--- config.mk ---
export PLATFORM = sky130hd
export DESIGN_NAME = uart_tx_framer
export DESIGN_NICKNAME = d
export VERILOG_FILES = /design/src/rtl/uart_tx_framer.sv
export SDC_FILE = /design/constraint.sdc
export NUM_CORES = 1
export LEC_CHECK = 0
export BUFFER_PORTS_ARGS = -buffer_cell sky130_fd_sc_hd__buf_2
export CAP_MARGIN = 0
export CORE_UTILIZATION = 45
export DETAILED_ROUTE_END_ITERATION = 10
export PLACE_DENSITY = 0.66
export SLEW_MARGIN = 20
export SYNTH_ARGS = -nofsm -noshare
export SYNTH_HDL_FRONTEND = slang
export SYNTH_SLANG_ARGS = --single-unit
--- constraint.sdc ---
create_clock -name clk -period 2.5 [get_ports clk]
set_input_delay 0.5 -clock clk [delete_from_list [all_inputs] [get_ports clk]]
set_output_delay 0.5 -clock clk [all_outputs]
set_load 0.02 [all_outputs]
--- src/rtl/uart_tx_framer.sv ---
// UART transmit framer: start bit, LSB-first payload, optional parity, one or two
// stop bits. Frame settings are captured at the handshake and held for the whole frame.
//
// state  | meaning
// IDLE   | line high, tx_ready=1, waiting for tx_valid
// START  | start bit (line low)
// DATA   | payload bits, LSB first
// PARITY | parity bit (skipped when parity is disabled)
// STOP   | one or two stop bit periods (line high)
module uart_tx_framer #(
  parameter int DATA_W       = 8,
  parameter int CLKS_PER_BIT = 16
) (
  input  logic              clk,
  input  logic              rst,
  input  logic [DATA_W-1:0] tx_data,
  input  logic              tx_valid,
  output logic              tx_ready,
  input  logic [2:0]        parity_type,
  input  logic              stop_bits,
  output logic              tx_out,
  output logic              busy,
  output logic              parity_bit,
  output logic              frame_done
);

  localparam logic [2:0] S_IDLE   = 3'd0;
  localparam logic [2:0] S_START  = 3'd1;
  localparam logic [2:0] S_DATA   = 3'd2;
  localparam logic [2:0] S_PARITY = 3'd3;
  localparam logic [2:0] S_STOP   = 3'd4;

  // Counter must reach 2*CLKS_PER_BIT-1 so a double stop bit is timed in one span.
  localparam int CNT_W = $clog2(2 * CLKS_PER_BIT);
  localparam int BIT_W = (DATA_W > 1) ? $clog2(DATA_W) : 1;

  localparam logic [CNT_W-1:0] BIT_LAST   = CNT_W'(CLKS_PER_BIT - 1);
  localparam logic [CNT_W-1:0] STOP2_LAST = CNT_W'(2 * CLKS_PER_BIT - 1);
  localparam logic [BIT_W-1:0] DATA_LAST  = BIT_W'(DATA_W - 1);

  logic [2:0]        state;
  logic [CNT_W-1:0]  clk_cnt;
  logic [BIT_W-1:0]  bit_cnt;
  logic [DATA_W-1:0] shift_q;
  logic              par_en_q;
  logic              stop2_q;

  logic par_en_d;
  logic par_d;
  logic bit_end;
  logic stop_end;

  always_comb begin
    par_en_d = 1'b1;
    par_d    = 1'b0;
    case (parity_type)
      3'b001:  par_d = ~^tx_data;
      3'b010:  par_d = ^tx_data;
      3'b011:  par_d = 1'b1;
      3'b100:  par_d = 1'b0;
      default: par_en_d = 1'b0;
    endcase
  end

  assign bit_end  = (clk_cnt == BIT_LAST);
  assign stop_end = stop2_q ? (clk_cnt == STOP2_LAST) : bit_end;

  always_ff @(posedge clk) begin
    if (!rst) begin
      state      <= S_IDLE;
      clk_cnt    <= '0;
      bit_cnt    <= '0;
      shift_q    <= '0;
      par_en_q   <= 1'b0;
      stop2_q    <= 1'b0;
      parity_bit <= 1'b0;
      frame_done <= 1'b0;
    end else begin
      frame_done <= 1'b0;
      case (state)
        S_IDLE: begin
          clk_cnt <= '0;
          bit_cnt <= '0;
          if (tx_valid) begin
            state      <= S_START;
            shift_q    <= tx_data;
            par_en_q   <= par_en_d;
            parity_bit <= par_d;
            stop2_q    <= stop_bits;
          end
        end
        S_START: begin
          if (bit_end) begin
            clk_cnt <= '0;
            state   <= S_DATA;
          end else begin
            clk_cnt <= clk_cnt + CNT_W'(1);
          end
        end
        S_DATA: begin
          if (bit_end) begin
            clk_cnt <= '0;
            shift_q <= shift_q >> 1;
            if (bit_cnt == DATA_LAST) begin
              bit_cnt <= '0;
              state   <= par_en_q ? S_PARITY : S_STOP;
            end else begin
              bit_cnt <= bit_cnt + BIT_W'(1);
            end
          end else begin
            clk_cnt <= clk_cnt + CNT_W'(1);
          end
        end
        S_PARITY: begin
          if (bit_end) begin
            clk_cnt <= '0;
            state   <= S_STOP;
          end else begin
            clk_cnt <= clk_cnt + CNT_W'(1);
          end
        end
        S_STOP: begin
          if (stop_end) begin
            clk_cnt    <= '0;
            state      <= S_IDLE;
            frame_done <= 1'b1;
          end else begin
            clk_cnt <= clk_cnt + CNT_W'(1);
          end
        end
        default: begin
          state   <= S_IDLE;
          clk_cnt <= '0;
          bit_cnt <= '0;
        end
      endcase
    end
  end

  // Line level is decoded from registered state, so the start bit appears in the
  // first cycle after acceptance.
  always_comb begin
    tx_out = 1'b1;
    case (state)
      S_START:  tx_out = 1'b0;
      S_DATA:   tx_out = shift_q[0];
      S_PARITY: tx_out = parity_bit;
      default:  tx_out = 1'b1;
    endcase
  end

  assign tx_ready = (state == S_IDLE);
  assign busy     = ~tx_ready;

endmodule
==> run metrics, run 1 <==
CTS Buf Count=3; Syn Inst Count=147; achievable clock frequency=466 MHz; sequential area share after synthesis=35.7%; Worst Setup End Kind=output pin; final hold violations=0; most common cell in the netlist=nand2_1; CP max FO=17; Worst EP arrival=1.64 ns; Clk network pwr share=14.2%; count of unique library cells instantiated by Yosys=41; number of enable flip-flop cells after synthesis=0; DP HPWL=1.93 mm; RSZ-0062 raised after global routing=false; synth warn=0; Crit Reg-Reg Endpoint=shift_q[6]; max-slew violation count=0; # port buffers=19; crit-path max cell delay=0.68 ns; PD cells=902 nW/um^2; die area=3080 um^2; finished layout cell area=1410 um^2; Main synth FF type=dfxtp_1; Tightest Pin Transition=0.627 ns; Crit path max-delay family=flip-flops; core footprint=2730 um^2; Synth async-reset ratio=0%; DR pass1 iterations=4; Clk pin slew, worst setup/hold paths=0.13 ns; FF-to-FF setup slack=0.40 ns; Die Ht=55.5 um; WL per Instance=13.1 um; Post-DRT Antenna Nets=0; GR Util All Layers=18.0%; max_slew headroom=57.9%; Max Buffers Root-to-Sink=2; Critical Path Slowest Stage Cell=dfxtp_1; setup tns final=0 ns; flip-flop and latch count after synthesis=23; hold path startpoint=tx_data[7]; Post-Syn Area=1290 um^2; final WL=2.55 mm; worst path cell trace=a21oi_1, a311o_1, buf_2; leakage=0.572 nW; hold depth=3; Post-synth top cells=nand2_1 (24), dfxtp_1 (23), nor2_1 (16); max cap viols=0; postcts setup bufs=0; outcome=complete, no violations; Psw=0.537 mW; TritonCTS Sinks=23; Hold-fix buffers, CTS=0; top-area cell type share of the netlist area=35.7%; WHS Endpoint=shift_q[7]; Reg power frac=42.0%; combinational power share=43.8%; vias in the first global route=1044; antenna violations before repair=0; Initial Utilization=47.2%; gp weighted congestion=0.767; maximum number of pins on one net before global-route repair=18; Peak VDD IR=580 uV; Cell Area, Placed=1380 um^2; Vias=1059; ranking of synthesized cells by area=dfxtp_1 (36%), nand2_1 (7.0%), xnor2_1 (6.1%), ha_1 (5.8%), mux2i_1 (5.4%); syn_nets=168; critical path class=register to output pin; Tcrit/Tclk final=85.7%; share of layout cells above drive strength 1=20.2%; Placement Rows=19; Avg Vias per Cell=5.46; H-tree Lvls=1; final layout net count=185; reg2reg path depth=7; CTS Root Cell=clkbuf_4; Cell Int Power=0.734 mW; Antenna diodes=0; RR Startpoint=clk_cnt[0]; Die X=55.5 um; switching share of total power=42.3%; WP buf/inv=1; average cell area after synthesis=8.78 um^2; Initial DRC Count=12; Clock Skews=0.00151 ns; GRT overflow=0; startpoint types=register; drc violations=0; Worst-Skew Late Latency=0.32 ns; I/O pin count=20; quantity of gates resized following cts=0; CP required=2.00 ns; top cell type by total area after synthesis=dfxtp_1; final worst path period need=2.14 ns; first-pass GRT wire length=4.44 mm; area growth from synthesis to layout=9.21%; Final setup viols=0; min-delay worst type=primary input to register; CTS tree=yes
-- power by group through the flow --
stage | clock network [mW] | registers [mW] | logic [mW]
after floorplan | 0 | 0.490 | 0.494
after global placement | 0 | 0.535 | 0.542
after detailed placement | 0 | 0.540 | 0.559
after CTS | 0.186 | 0.532 | 0.560
after global routing | 0.203 | 0.544 | 0.616
final | 0.180 | 0.534 | 0.556
-- layout by cell type, fill, tap and decap left out, drive strengths merged, types with 5 or more instances in the layout --
master | synthesis | layout
xnor2 | 9 | 9
nand2 | 24 | 24
buf | 5 | 19
a21boi | 5 | 5
ha | 6 | 6
inv | 8 | 8
dfxtp | 23 | 23
nor2 | 17 | 17
mux2i | 7 | 7
a311oi | 7 | 7
-- registers in the layout (all words and copies together), names as in the netlist --
register	cells
bit_cnt	3
frame_done	1
shift_q	8
parity_bit	1
stop2_q	1
state	3
par_en_q	1
clk_cnt	5
-- cells by family (layout without fill, tap and decap cells) --
group	Yosys count	count (layout)	share of synthesized area, %
AO/OA/AOI/OAI	24	24	16.9
XOR/XNOR	10	10	6.79
adder cells (fa/ha/maj)	6	6	5.82
buffers and inverters	15	31	5.53
flip-flops	23	23	35.7
multiplexers	7	7	5.43
AND/OR/NAND/NOR	62	62	23.9
-- worst reg2reg max path: stages, from the launching register on --
cell and delay (ns):
dfxtp_1 0.37, ha_1 0.18, and3_1 0.22, ha_1 0.25, nand2_1 0.09, a21boi_2 0.54, nor2_1 0.11, a311oi_2 0.26
-- through the flow --
step | worst slack, ns | hold WS [ns] | cells | total power, mW | utilization, %
floorplan | 0.660 | 0.418 | 147 | 0.984 | -
global placement | 0.539 | 0.429 | 190 | 1.08 | 50.6
detailed placement | 0.428 | 0.442 | 190 | 1.10 | 50.6
CTS | 0.359 | 0.417 | 194 | 1.28 | 51.5
global route | 0.199 | 0.444 | 194 | 1.36 | 51.5
finish | 0.356 | 0.423 | 194 | 1.27 | 51.5
-- area by class of cell --
cell class	count	area, um^2
Clock buffer	4	26.3
Tap cell	31	38.8
Multi-Input combinational cell	109	758
Fill cell	272	1330
Timing Repair Buffer	19	95.1
Sequential cell	23	460
Inverter	8	30.0
-- per-layer routing --
layer / global-route usage [%] / part of all wire (%) / vias to the layer above
met3: 5.15 / 3.3 / 5
li1: - / - / 539
met4: 5.00 / 1.1 / 0
met2: 32.0 / 50 / 23
met5: 0 / 0 / -
met1: 20.9 / 45 / 492
-- how the worst max path moves through the flow --
stage                          start  slack [ns]         end  cells past startpoint
after CTS                   state[1]        0.36      tx_out                      3
after floorplan           clk_cnt[0]        0.66    state[1]                      8
after detailed placement  clk_cnt[0]        0.43  shift_q[6]                      7
after global routing      clk_cnt[0]        0.20  shift_q[6]                      7
final                       state[1]        0.36      tx_out                      3
after global placement    clk_cnt[0]        0.54    state[1]                      8
(Power assumes the default switching activity.)
==> run 2, diff against run 1 <==
--- a/config.mk
+++ b/config.mk
@@ -9,7 +9,7 @@
 export CAP_MARGIN = 0
 export CORE_UTILIZATION = 45
 export DETAILED_ROUTE_END_ITERATION = 10
-export PLACE_DENSITY = 0.66
+export PLACE_DENSITY = 0.62
 export SLEW_MARGIN = 20
 export SYNTH_ARGS = -nofsm -noshare
 export SYNTH_HDL_FRONTEND = slang
==> run metrics, run 2 (synthesis results as in run 1) <==
outcome=complete, no violations (unchanged); WHS Endpoint=shift_q[7] (unchanged); Avg Vias per Cell=5.43 (was 5.46); CP required=2.00 ns (about the same); max-slew violation count=0 (unchanged); GR Util All Layers=17.0% (was 18.0%); Hold-fix buffers, CTS=0 (unchanged); final hold slack=0.418 ns (was 0.423 ns); RR Startpoint=clk_cnt[0] (unchanged); Tightest Pin Transition=0.615 ns (was 0.627 ns); Die X=55.5 um (unchanged); Worst-Skew Late Latency=0.32 ns (about the same); finished layout cell area=1410 um^2 (about the same); antenna violations before repair=0 (unchanged); first-pass GRT wire length=4.14 mm (was 4.44 mm); PnR Total Power=1.26 mW (was 1.27 mW); critical path class=register to output pin (unchanged); Worst Setup End Kind=output pin (unchanged); placed cell count=190 (unchanged); postcts setup bufs=0 (unchanged); setup tns final=0 ns (unchanged); CTS Root Cell=clkbuf_4 (unchanged); leakage=0.574 nW (was 0.572 nW); most common cell after layout, fill and taps aside=nand2_1 (unchanged); Crit Reg-Reg Endpoint=shift_q[6] (unchanged); drc violations=0 (unchanged); CP max FO=17 (unchanged); Clock Skews=0.0118 ns (was 0.00151 ns); min-delay worst type=primary input to register (unchanged); H-tree Lvls=1 (unchanged); CTS tree=yes (unchanged); Largest regs=shift_q: 8 flops, clk_cnt: 5 flops (unchanged); Antenna diodes=0 (unchanged); Final setup viols=0 (unchanged); area growth from synthesis to layout=9.31% (was 9.21%); FF-to-FF setup slack=0.47 ns (was 0.40 ns); Post-DRT Antenna Nets=0 (unchanged); Most flops, register=shift_q (unchanged); Vias=1054 (was 1059); startpoint types=register (unchanged); hold path startpoint=tx_data[7] (unchanged); hold depth=3 (unchanged); core footprint=2730 um^2 (unchanged); gp weighted congestion=0.812 (was 0.767); Largest register FFs=8 (unchanged); maximum number of pins on one net before global-route repair=18 (unchanged); RSZ-0062 raised after global routing=false (unchanged); Die Ht=55.5 um (unchanged); die area=3080 um^2 (unchanged); # port buffers=19 (unchanged); achievable clock frequency=470 MHz (was 466 MHz); Worst EP arrival=1.63 ns (was 1.64 ns); max cap viols=0 (unchanged); share of layout cells above drive strength 1=20.9% (was 20.2%); Peak VDD IR=465 uV (was 580 uV); Tcrit/Tclk final=85.1% (was 85.7%); WL per Instance=12.6 um (was 13.1 um); quantity of gates resized following cts=0 (unchanged); Cell Area, Placed=1380 um^2 (unchanged); Initial DRC Count=19 (was 12); DR pass1 iterations=4 (unchanged); Max Buffers Root-to-Sink=2 (unchanged); final hold violations=0 (unchanged); vias in the first global route=1009 (was 1044); DP HPWL=1.86 mm (was 1.93 mm); Placement Rows=19 (unchanged); CTS Buf Count=3 (unchanged); GRT overflow=0 (unchanged); max_slew headroom=58.8% (was 57.9%); TritonCTS Sinks=23 (unchanged); final WL=2.44 mm (was 2.55 mm); reg2reg path depth=7 (unchanged); Clk pin slew, worst setup/hold paths=0.13 ns (about the same); most frequent cells in the layout=nand2_1 (24), dfxtp_1 (23), buf_2 (19) (unchanged); I/O pin count=20 (unchanged); final layout net count=185 (unchanged); Initial Utilization=47.2% (unchanged); PD cells=895 nW/um^2 (was 902 nW/um^2); final cell count without fillers=194 (unchanged); final worst path period need=2.13 ns (was 2.14 ns)
-- run 2: worst max-delay path, cell delays in order (launching register included) --
cell     delay, ns
dfxtp_1       0.68
a21oi_1       0.14
a311o_1       0.34
buf_2         0.16
-- run 2: worst max path at each step --
| stage | from | endpoint | slack [ns] |
|---|---|---|---|
| after floorplan | clk_cnt[0] | state[1] | 0.66 |
| after global placement | clk_cnt[0] | state[1] | 0.52 |
| after detailed placement | clk_cnt[0] | shift_q[6] | 0.46 |
| after CTS | state[1] | tx_out | 0.38 |
| after global routing | state[1] | tx_out | 0.25 |
| final | state[1] | tx_out | 0.37 |
-- run 2: where the power goes --
part	internal [mW]	switching [mW]	leakage [nW]
Sequential	0.437	0.0957	0.188
Combinational	0.233	0.323	0.369
Clock	0.0599	0.113	0.0177
Total	0.730	0.532	0.574
-- run 2: cell type report --
cell class	instances	area, um^2
fill	263	1320
multi-input combinational	109	758
sequential	23	460
timing repair buffer	19	95.1
tap	31	38.8
inverter	8	30.0
clock buffer	3	22.5
clock inverter	1	5.00
-- run 2: per-stage QoR --
stage                     utilization, %  setup WS (ns)
after detailed placement            50.6          0.457
after CTS                           51.6          0.384
final                               51.6          0.372
after global routing                51.6          0.246
after floorplan                        -          0.660
after global placement              50.6          0.520
-- run 2: metal layers --
| metal | vias up | track usage [%] | wire length, um |
|---|---|---|---|
| met5 | - | 0 | 0 |
| met4 | 0 | 8.57 | 47 |
| met3 | 5 | 2.34 | 58 |
| met2 | 14 | 28.4 | 1160 |
| met1 | 497 | 21.3 | 1180 |
| li1 | 538 | - | - |
